`src/rtl/tqvp_bus_initiator.sv`:
```
// Host-side initiator for the TinyQV peripheral bus.
// Issues one read or write per request and returns data, timeout or error status.
module tqvp_bus_initiator #(
  parameter int TIMEOUT_CYCLES = 16,
  parameter int CNT_W          = 5
) (
  input  logic        clk,
  input  logic        rst_n,
  input  logic        req_valid,
  output logic        req_ready,
  input  logic        req_write,
  input  logic [1:0]  req_size,
  input  logic [5:0]  req_addr,
  input  logic [31:0] req_wdata,
  output logic        rsp_valid,
  input  logic        rsp_ready,
  output logic [31:0] rsp_rdata,
  output logic        rsp_timeout,
  output logic        rsp_err,
  output logic [5:0]  per_address,
  output logic [31:0] per_data_in,
  output logic [1:0]  per_data_write_n,
  output logic [1:0]  per_data_read_n,
  input  logic [31:0] per_data_out,
  input  logic        per_data_ready,
  input  logic        per_user_interrupt,
  output logic        irq_rise
);

  localparam logic [1:0] S_IDLE = 2'd0;
  localparam logic [1:0] S_WR   = 2'd1;
  localparam logic [1:0] S_RD   = 2'd2;
  localparam logic [1:0] S_RSP  = 2'd3;

  localparam logic [CNT_W-1:0] CNT_LAST = CNT_W'(TIMEOUT_CYCLES - 1);

  logic [1:0]       state;
  logic [1:0]       size_q;
  logic [CNT_W-1:0] cnt;
  logic             irq_prev;
  logic [31:0]      rd_masked;

  always_comb begin
    rd_masked = per_data_out;
    unique case (1'b1)
      size_q == 2'b00: rd_masked = {24'b0, per_data_out[7:0]};
      size_q == 2'b01: rd_masked = {16'b0, per_data_out[15:0]};
      default:         rd_masked = per_data_out;
    endcase
  end

  always_ff @(posedge clk) begin
    if (!rst_n) begin
      state            <= S_IDLE;
      size_q           <= 2'b00;
      cnt              <= '0;
      req_ready        <= 1'b0;
      rsp_valid        <= 1'b0;
      rsp_rdata        <= '0;
      rsp_timeout      <= 1'b0;
      rsp_err          <= 1'b0;
      per_address      <= '0;
      per_data_in      <= '0;
      per_data_write_n <= 2'b11;
      per_data_read_n  <= 2'b11;
      irq_prev         <= 1'b0;
      irq_rise         <= 1'b0;
    end else begin
      irq_prev <= per_user_interrupt;
      irq_rise <= per_user_interrupt & ~irq_prev;
      unique case (state)
        S_IDLE: begin
          req_ready <= 1'b1;
          if (req_valid && req_ready) begin
            req_ready <= 1'b0;
            size_q    <= req_size;
            cnt       <= '0;
            if (req_size == 2'b11) begin
              state     <= S_RSP;
              rsp_valid <= 1'b1;
              rsp_err   <= 1'b1;
              rsp_rdata <= '0;
            end else begin
              per_address <= req_addr;
              per_data_in <= req_wdata;
              if (req_write) begin
                state            <= S_WR;
                per_data_write_n <= req_size;
              end else begin
                state           <= S_RD;
                per_data_read_n <= req_size;
              end
            end
          end
        end
        S_WR: begin
          per_data_write_n <= 2'b11;
          state            <= S_RSP;
          rsp_valid        <= 1'b1;
          rsp_rdata        <= '0;
        end
        S_RD: begin
          cnt <= cnt + 1'b1;
          // data_ready on the final cycle takes priority over the timeout
          if (per_data_ready) begin
            per_data_read_n <= 2'b11;
            state           <= S_RSP;
            rsp_valid       <= 1'b1;
            rsp_rdata       <= rd_masked;
          end else if (cnt == CNT_LAST) begin
            per_data_read_n <= 2'b11;
            state           <= S_RSP;
            rsp_valid       <= 1'b1;
            rsp_timeout     <= 1'b1;
            rsp_rdata       <= '0;
          end
        end
        default: begin
          if (rsp_ready) begin
            rsp_valid   <= 1'b0;
            rsp_err     <= 1'b0;
            rsp_timeout <= 1'b0;
            state       <= S_IDLE;
            req_ready   <= 1'b1;
          end
        end
      endcase
    end
  end

endmodule

```
`config.mk`:
```
export PLATFORM = sky130hd
export DESIGN_NAME = tqvp_bus_initiator
export DESIGN_NICKNAME = d
export VERILOG_FILES = /design/src/rtl/tqvp_bus_initiator.sv
export SDC_FILE = /design/constraint.sdc
export NUM_CORES = 1
export LEC_CHECK = 0
export ABC_AREA = 1
export CAP_MARGIN = 0
export CORE_ASPECT_RATIO = 0.8
export CORE_MARGIN = 2
export CORE_UTILIZATION = 50
export CTS_BUF_LIST = sky130_fd_sc_hd__clkbuf_8
export DETAILED_ROUTE_END_ITERATION = 10
export DONT_BUFFER_PORTS = 1
export GPL_TIMING_DRIVEN = 0
export PLACE_DENSITY = 0.75
export SYNTH_ARGS = -nofsm -noshare
export SYNTH_HDL_FRONTEND = slang
export SYNTH_SLANG_ARGS = --single-unit
```
`constraint.sdc`:
```
create_clock -name clk -period 4 [get_ports clk]
set_input_delay 0.8 -clock clk [delete_from_list [all_inputs] [get_ports clk]]
set_output_delay 0.8 -clock clk [all_outputs]
set_load 0.005 [all_outputs]
```
==> out/results.tsv, run 1 <==
metric	value	unit
status	finished, final reports clean	
syn_to_final_growth	9.06	%
p_leak	1.81	nW
path_cells	ha_1, nand2_1, nor2_1, ha_1, nor2_1, nand2_1, nand2_1, nor2_4, buf_2, nand2_1, nand2_1, nor2_1	
crit_top_cell	nand2_1	
synth_edf_count	0	
fillers	708	
ys_seq_area_share	48.3	%
fin_util	57.2	%
dpl.hpwl	6460	um
min_path_type	flop to flop	
clkLatencyLatePin	0.35	ns
ir_drop	0.384	mV
start_util	52.5	%
crit_type	flop to flop	
post-cts-setup-buffer-count	0	
drc_errors	0	
core-area	7030	um2
nNetsFinal	609	
cts_root_buf	clkbuf_8	
grt_max_degree	17	
synth_adder_area_share	2.04	%
whs	0.387	ns
start_kind	flop	
grt_overflow	0	
cts_resized	0	
ys_async_sr_fraction	0	%
syn_avg_cell_area	7.19	um2
cts.path.max_buffers	2	
core.rowCount	27	
synth_top_family_by_area	simple AND/OR/NAND/NOR gates	
num_vias	3233	
powerDensity	768	nW/um2
cts.clk_slew.worst_paths	0.09	ns
io_buffer_count	0	
ys_dominant_reg_cell	dfxtp_1	
critPathMaxFanout	10	
synth-seq-cells	89	
setup_tns	0	ns
worstPathArrival	2.25	ns
die_w	100	um
hold_viol	0	
cts.sinks	89	
end_kind	flop	
period_needed	2.00	ns
post-route-period-util	50.0	%
hold_buffers	0	
slew_violations	0	
setup_viol	0	
tightest_slew	0.696	ns
io_pins	158	
relSlewSlack	53.1	%
combPwrFrac	34.6	%
final_cell_mix	nor2_1 (152), nand2_1 (92), dfxtp_1 (89)	
drt_iter0_drc	89	
required	4.25	ns
syn_area	3690	um2
switching_share	39.2	%
fp.dieH	80.8	um
fin_area	4020	um2
cpPeakStageDelay	0.39	ns
internal_power	1.88	mW
synth-simple-area-share	31.3	%
clkPwrFrac	22.0	%
placed_area	3800	um2
muxShareOfSynthArea	0	%
layout_commonest_cell	nor2_1	
ant_nets	0	
grt_antenna_before_repair	0	
grt_pass1_vias	3077	
seqPwrFrac	43.4	%
synth_xor_area_share	0	%
routabilityCongestion	0.846	
cap_violations	0	
syn-instance-count	513	
rsz0062_at_grt	no	
htree_levels	3	
routed_wl	8500	um
cts_tree	yes	
n_antenna_cell	0	
fmax	0.500	GHz
grt_pass1_wl	14200	um
yosysWarnings	0	
synth.distinct_cells	26	
fin_skew	0.0130	ns
wl_per_cell	13.8	um
die-area	8080	um2
firstDrtPassIters	4	
layout-drive-gt1-share	7.75	%
synth_nets	598	
p_sw	1.21	mW
synth-compound-area-share	10.4	%
numCtsBuffers	9	
vias_per_cell	5.25	
crit_slowest_cell	dfxtp_1	
grt.total_usage	21.7	%
==> stage by stage <==
step	cells	setup slack (ns)	power [mW]
global route	616	1.76	3.35
CTS	616	1.98	3.11
global placement	600	2.05	2.39
finish	616	2.00	3.09
floorplan	513	2.28	2.17
detailed placement	600	2.01	2.43
==> per-layer routing <==
layer / vias up / part of all wire (%) / track usage (%) / wire length (um)
li1: 1642 / - / - / -
met1: 1482 / 44 / 26.4 / 3710
met2: 96 / 47 / 35.9 / 3980
met3: 13 / 8.0 / 8.18 / 682
met4: 0 / 1.6 / 7.40 / 135
met5: - / 0 / 0 / 0
==> state kept, by name, summed over array words and instances (netlist names) <==
name / cells
size_q: 2
per_data_in: 32
rsp_err: 1
rsp_rdata: 32
rsp_timeout: 1
per_data_write_n: 2
per_data_read_n: 2
irq_prev: 1
req_ready: 1
cnt: 5
state: 2
per_address: 6
rsp_valid: 1
irq_rise: 1
==> critical path: cells and delay by family (launching register included) <==
| kind | cells | cell delay (ns) |
|---|---|---|
| buf+inv | 1 | 0.27 |
| simple gates | 9 | 0.88 |
| fa+ha+maj | 2 | 0.36 |
| flops | 1 | 0.39 |
==> synthesized netlist by cell type, types with 2 or more instances <==
cell | count | area share (%)
ha_1 | 6 | 2.0
o21ai_0 | 53 | 7.2
nor2_1 | 152 | 15
dfxtp_1 | 89 | 48
nor2_4 | 2 | 0.61
nand4_1 | 2 | 0.34
nand2_1 | 92 | 9.4
clkbuf_1 | 10 | 1.0
buf_6 | 6 | 1.8
a21oi_1 | 14 | 1.9
o21ai_1 | 8 | 1.1
buf_2 | 9 | 1.2
inv_1 | 25 | 2.5
inv_4 | 2 | 0.34
nand3_1 | 31 | 4.2
buf_1 | 2 | 0.20
==> power by group through the flow <==
stage,Clock [mW],Combinational (mW),Sequential (mW)
3_3_place_gp,0,1.03,1.36
6_report,0.681,1.07,1.34
2_1_floorplan,0,0.874,1.30
3_5_place_dp,0,1.07,1.36
5_1_grt,0.733,1.25,1.37
4_1_cts,0.696,1.07,1.34
==> kinds of logic (layout without fill, tap and decap cells) <==
group | Yosys count | in the layout
compound gates | 76 | 76
fa+ha+maj | 6 | 6
buf+inv | 58 | 74
flops | 89 | 89
simple gates | 284 | 284
==> area by class of cell <==
type / instances / area (um2) / area share (%)
inverters: 29 / 114 / 2.83
flip-flops and latches: 89 / 1780 / 44.3
multi-input cells: 366 / 1610 / 40.1
plain buffers: 29 / 180 / 4.48
clock buffers: 9 / 124 / 3.08
clock inverters: 7 / 101 / 2.52
well taps: 87 / 109 / 2.71
==> path summary, 6_finish.rpt <==
check | start | endpoint | slack (ns) | cells after the start
setup / recovery | cnt[0]$_SDFFE_PN0P_ | rsp_rdata[28]$_SDFFE_PN0P_ | 2.00 | 12
setup reg to reg | cnt[0]$_SDFFE_PN0P_ | rsp_rdata[28]$_SDFFE_PN0P_ | 2.00 | 12
hold reg to reg | irq_prev$_SDFF_PN0_ | irq_rise$_SDFF_PN0_ | 0.39 | 1
hold / removal | irq_prev$_SDFF_PN0_ | irq_rise$_SDFF_PN0_ | 0.39 | 1
Power figures use the tool's default switching activity.
==> run 2: changes to the inputs <==
==> constraint.sdc (replaced) <==
create_clock -name clk -period 1.95 [get_ports clk]
set_input_delay 0.39 -clock clk [delete_from_list [all_inputs] [get_ports clk]]
set_output_delay 0.39 -clock clk [all_outputs]
set_load 0.005 [all_outputs]
==> out/results.tsv, run 2 (synthesis gave the netlist of run 1 again) <==
metric	value	unit	change
hold_viol	0		unchanged
grt_max_degree	17		unchanged
cts.clk_slew.worst_paths	0.09	ns	about the same
slew_violations	0		unchanged
setup_tns	0	ns	unchanged
relSlewSlack	68.0	%	was 53.1%
layoutNonFillerInstCount	620		was 616
syn_to_final_growth	11.6	%	was 9.06%
drc_errors	0		unchanged
n_antenna_cell	0		unchanged
htree_levels	3		unchanged
vias_per_cell	5.24		was 5.25
seqCellArea	1790	um2	was 1780 um2
largestRegisters	per_data_in: 32 flops, rsp_rdata: 32 flops, per_address: 6 flops		unchanged
grt_pass1_vias	3079		was 3077
r2r_setup_slack	0.06	ns	was 2.00 ns
io_buffer_count	0		unchanged
grt_overflow	0		unchanged
fmax	0.529	GHz	was 0.500 GHz
multi_input_area	1650	um2	was 1610 um2
fin_util	58.6	%	was 57.2%
cts.path.max_buffers	2		unchanged
fin_area	4120	um2	was 4020 um2
crit_type	flop to flop		unchanged
core-area	7030	um2	unchanged
layout-drive-gt1-share	10.3	%	was 7.75%
period_needed	1.89	ns	was 2.00 ns
post-route-period-util	96.9	%	was 50.0%
required	2.20	ns	was 4.25 ns
cts.sinks	89		unchanged
cpPeakStageDelay	0.38	ns	was 0.39 ns
crit_top_cell	nor2_1		was nand2_1
dpl.hpwl	6460	um	unchanged
final_cell_mix	nor2_1 (152), nand2_1 (89), dfxtp_1 (86)		was nor2_1 (152), nand2_1 (92), dfxtp_1 (89)
fp.dieH	80.8	um	unchanged
layout_commonest_cell	nor2_1		unchanged
core.rowCount	27		unchanged
power	6.56	mW	was 3.09 mW
r2r_start	cnt[0]$_SDFFE_PN0P_		unchanged
start_kind	flop		unchanged
nNetsFinal	613		was 609
startpoint	cnt[0]$_SDFFE_PN0P_		unchanged
cts_root_buf	clkbuf_8		unchanged
end_kind	flop		unchanged
ant_nets	0		unchanged
dp_cells	600		unchanged
crit_slowest_cell	dfxtp_4		was dfxtp_1
ir_drop	0.799	mV	was 0.384 mV
status	finished, final reports clean		unchanged
die-area	8080	um2	unchanged
p_leak	1.83	nW	was 1.81 nW
die_w	100	um	unchanged
hold_start	per_user_interrupt		was irq_prev$_SDFF_PN0_
min_path_type	input port to flop		was flop to flop
worstPathArrival	2.14	ns	was 2.25 ns
powerDensity	1590	nW/um2	was 768 nW/um2
drt_iter0_drc	137		was 89
io_pins	158		unchanged
cts_tree	yes		unchanged
tightest_slew	0.480	ns	was 0.696 ns
grt_pass1_wl	14300	um	was 14200 um
setup_viol	0		unchanged
path_cells	ha_4, nand2_1, nor2_1, ha_2, nor2_1, nand2_2, nand2_4, nor2_4, buf_4, o21ai_0, nand2_1, nor2_1		was ha_1, nand2_1, nor2_1, ha_1, nor2_1, nand2_1, nand2_1, nor2_4, buf_2, nand2_1, nand2_1, nor2_1
grt.total_usage	22.0	%	was 21.7%
routed_wl	8830	um	was 8500 um
wl_per_cell	14.2	um	was 13.8 um
firstDrtPassIters	5		was 4
routabilityCongestion	0.846		unchanged
start_util	52.5	%	unchanged
fillers	702		was 708
clkLatencyLatePin	0.35	ns	about the same
placed_area	3800	um2	unchanged
numCtsBuffers	9		unchanged
grt_antenna_before_repair	0		unchanged
cap_violations	0		unchanged
fin_skew	0.0101	ns	was 0.0130 ns
critPathMaxFanout	7		was 10
num_vias	3251		was 3233
-- run 2: area by class of cell --
type	instances	share of cell area, %
multi-input cells	367	40.1
plain buffers	29	5.04
clock buffers	9	3.01
inverters	29	2.86
repair buffers	3	0.486
well taps	87	2.64
clock inverters	7	2.46
flip-flops and latches	89	43.4
-- run 2: per-stage QoR --
stage	worst slack [ns]	hold slack, ns
2_1_floorplan	0.313	0.368
3_3_place_gp	0.00806	0.373
3_5_place_dp	-0.0366	0.378
4_1_cts	-0.0162	0.145
5_1_grt	-0.00173	0.148
6_report	0.0605	0.162
-- run 2: final timing paths --
| check | end | cells after the start |
|---|---|---|
| min reg2reg | irq_rise$_SDFF_PN0_ | 1 |
| min | irq_prev$_SDFF_PN0_ | 2 |
| max reg2reg | rsp_rdata[14]$_SDFFE_PN0P_ | 12 |
| max | rsp_rdata[14]$_SDFFE_PN0P_ | 12 |
-- run 2: worst max-delay path: cells and delay by family, from the launching register on --
| kind | cells | cell delay, ns |
|---|---|---|
| flops | 1 | 0.38 |
| fa+ha+maj | 2 | 0.31 |
| simple gates | 8 | 0.77 |
| buf+inv | 1 | 0.21 |
| compound gates | 1 | 0.10 |
-- run 2: timing repair --
action | CTS | global route
hold buffers | 0 | 0
cloned | 1 | 2
pin swaps | 1 | 1
endpoints found under the setup margin | 26 | 32
setup buffers | 0 | 1
gates resized for setup | 3 | 24
-- run 2: power breakdown --
part | internal [mW] | switching [mW] | total (mW)
Clock | 0.735 | 0.663 | 1.40
Sequential | 2.35 | 0.406 | 2.76
Combinational | 0.895 | 1.51 | 2.40
-- run 2: layer usage --
layer | vias up | global-route usage, % | share of wire, %
li1 | 1642 | - | -
met1 | 1492 | 27.0 | 44
met2 | 109 | 36.0 | 47
met3 | 8 | 8.18 | 8.2
met4 | 0 | 7.81 | 1.1
met5 | - | 0 | 0
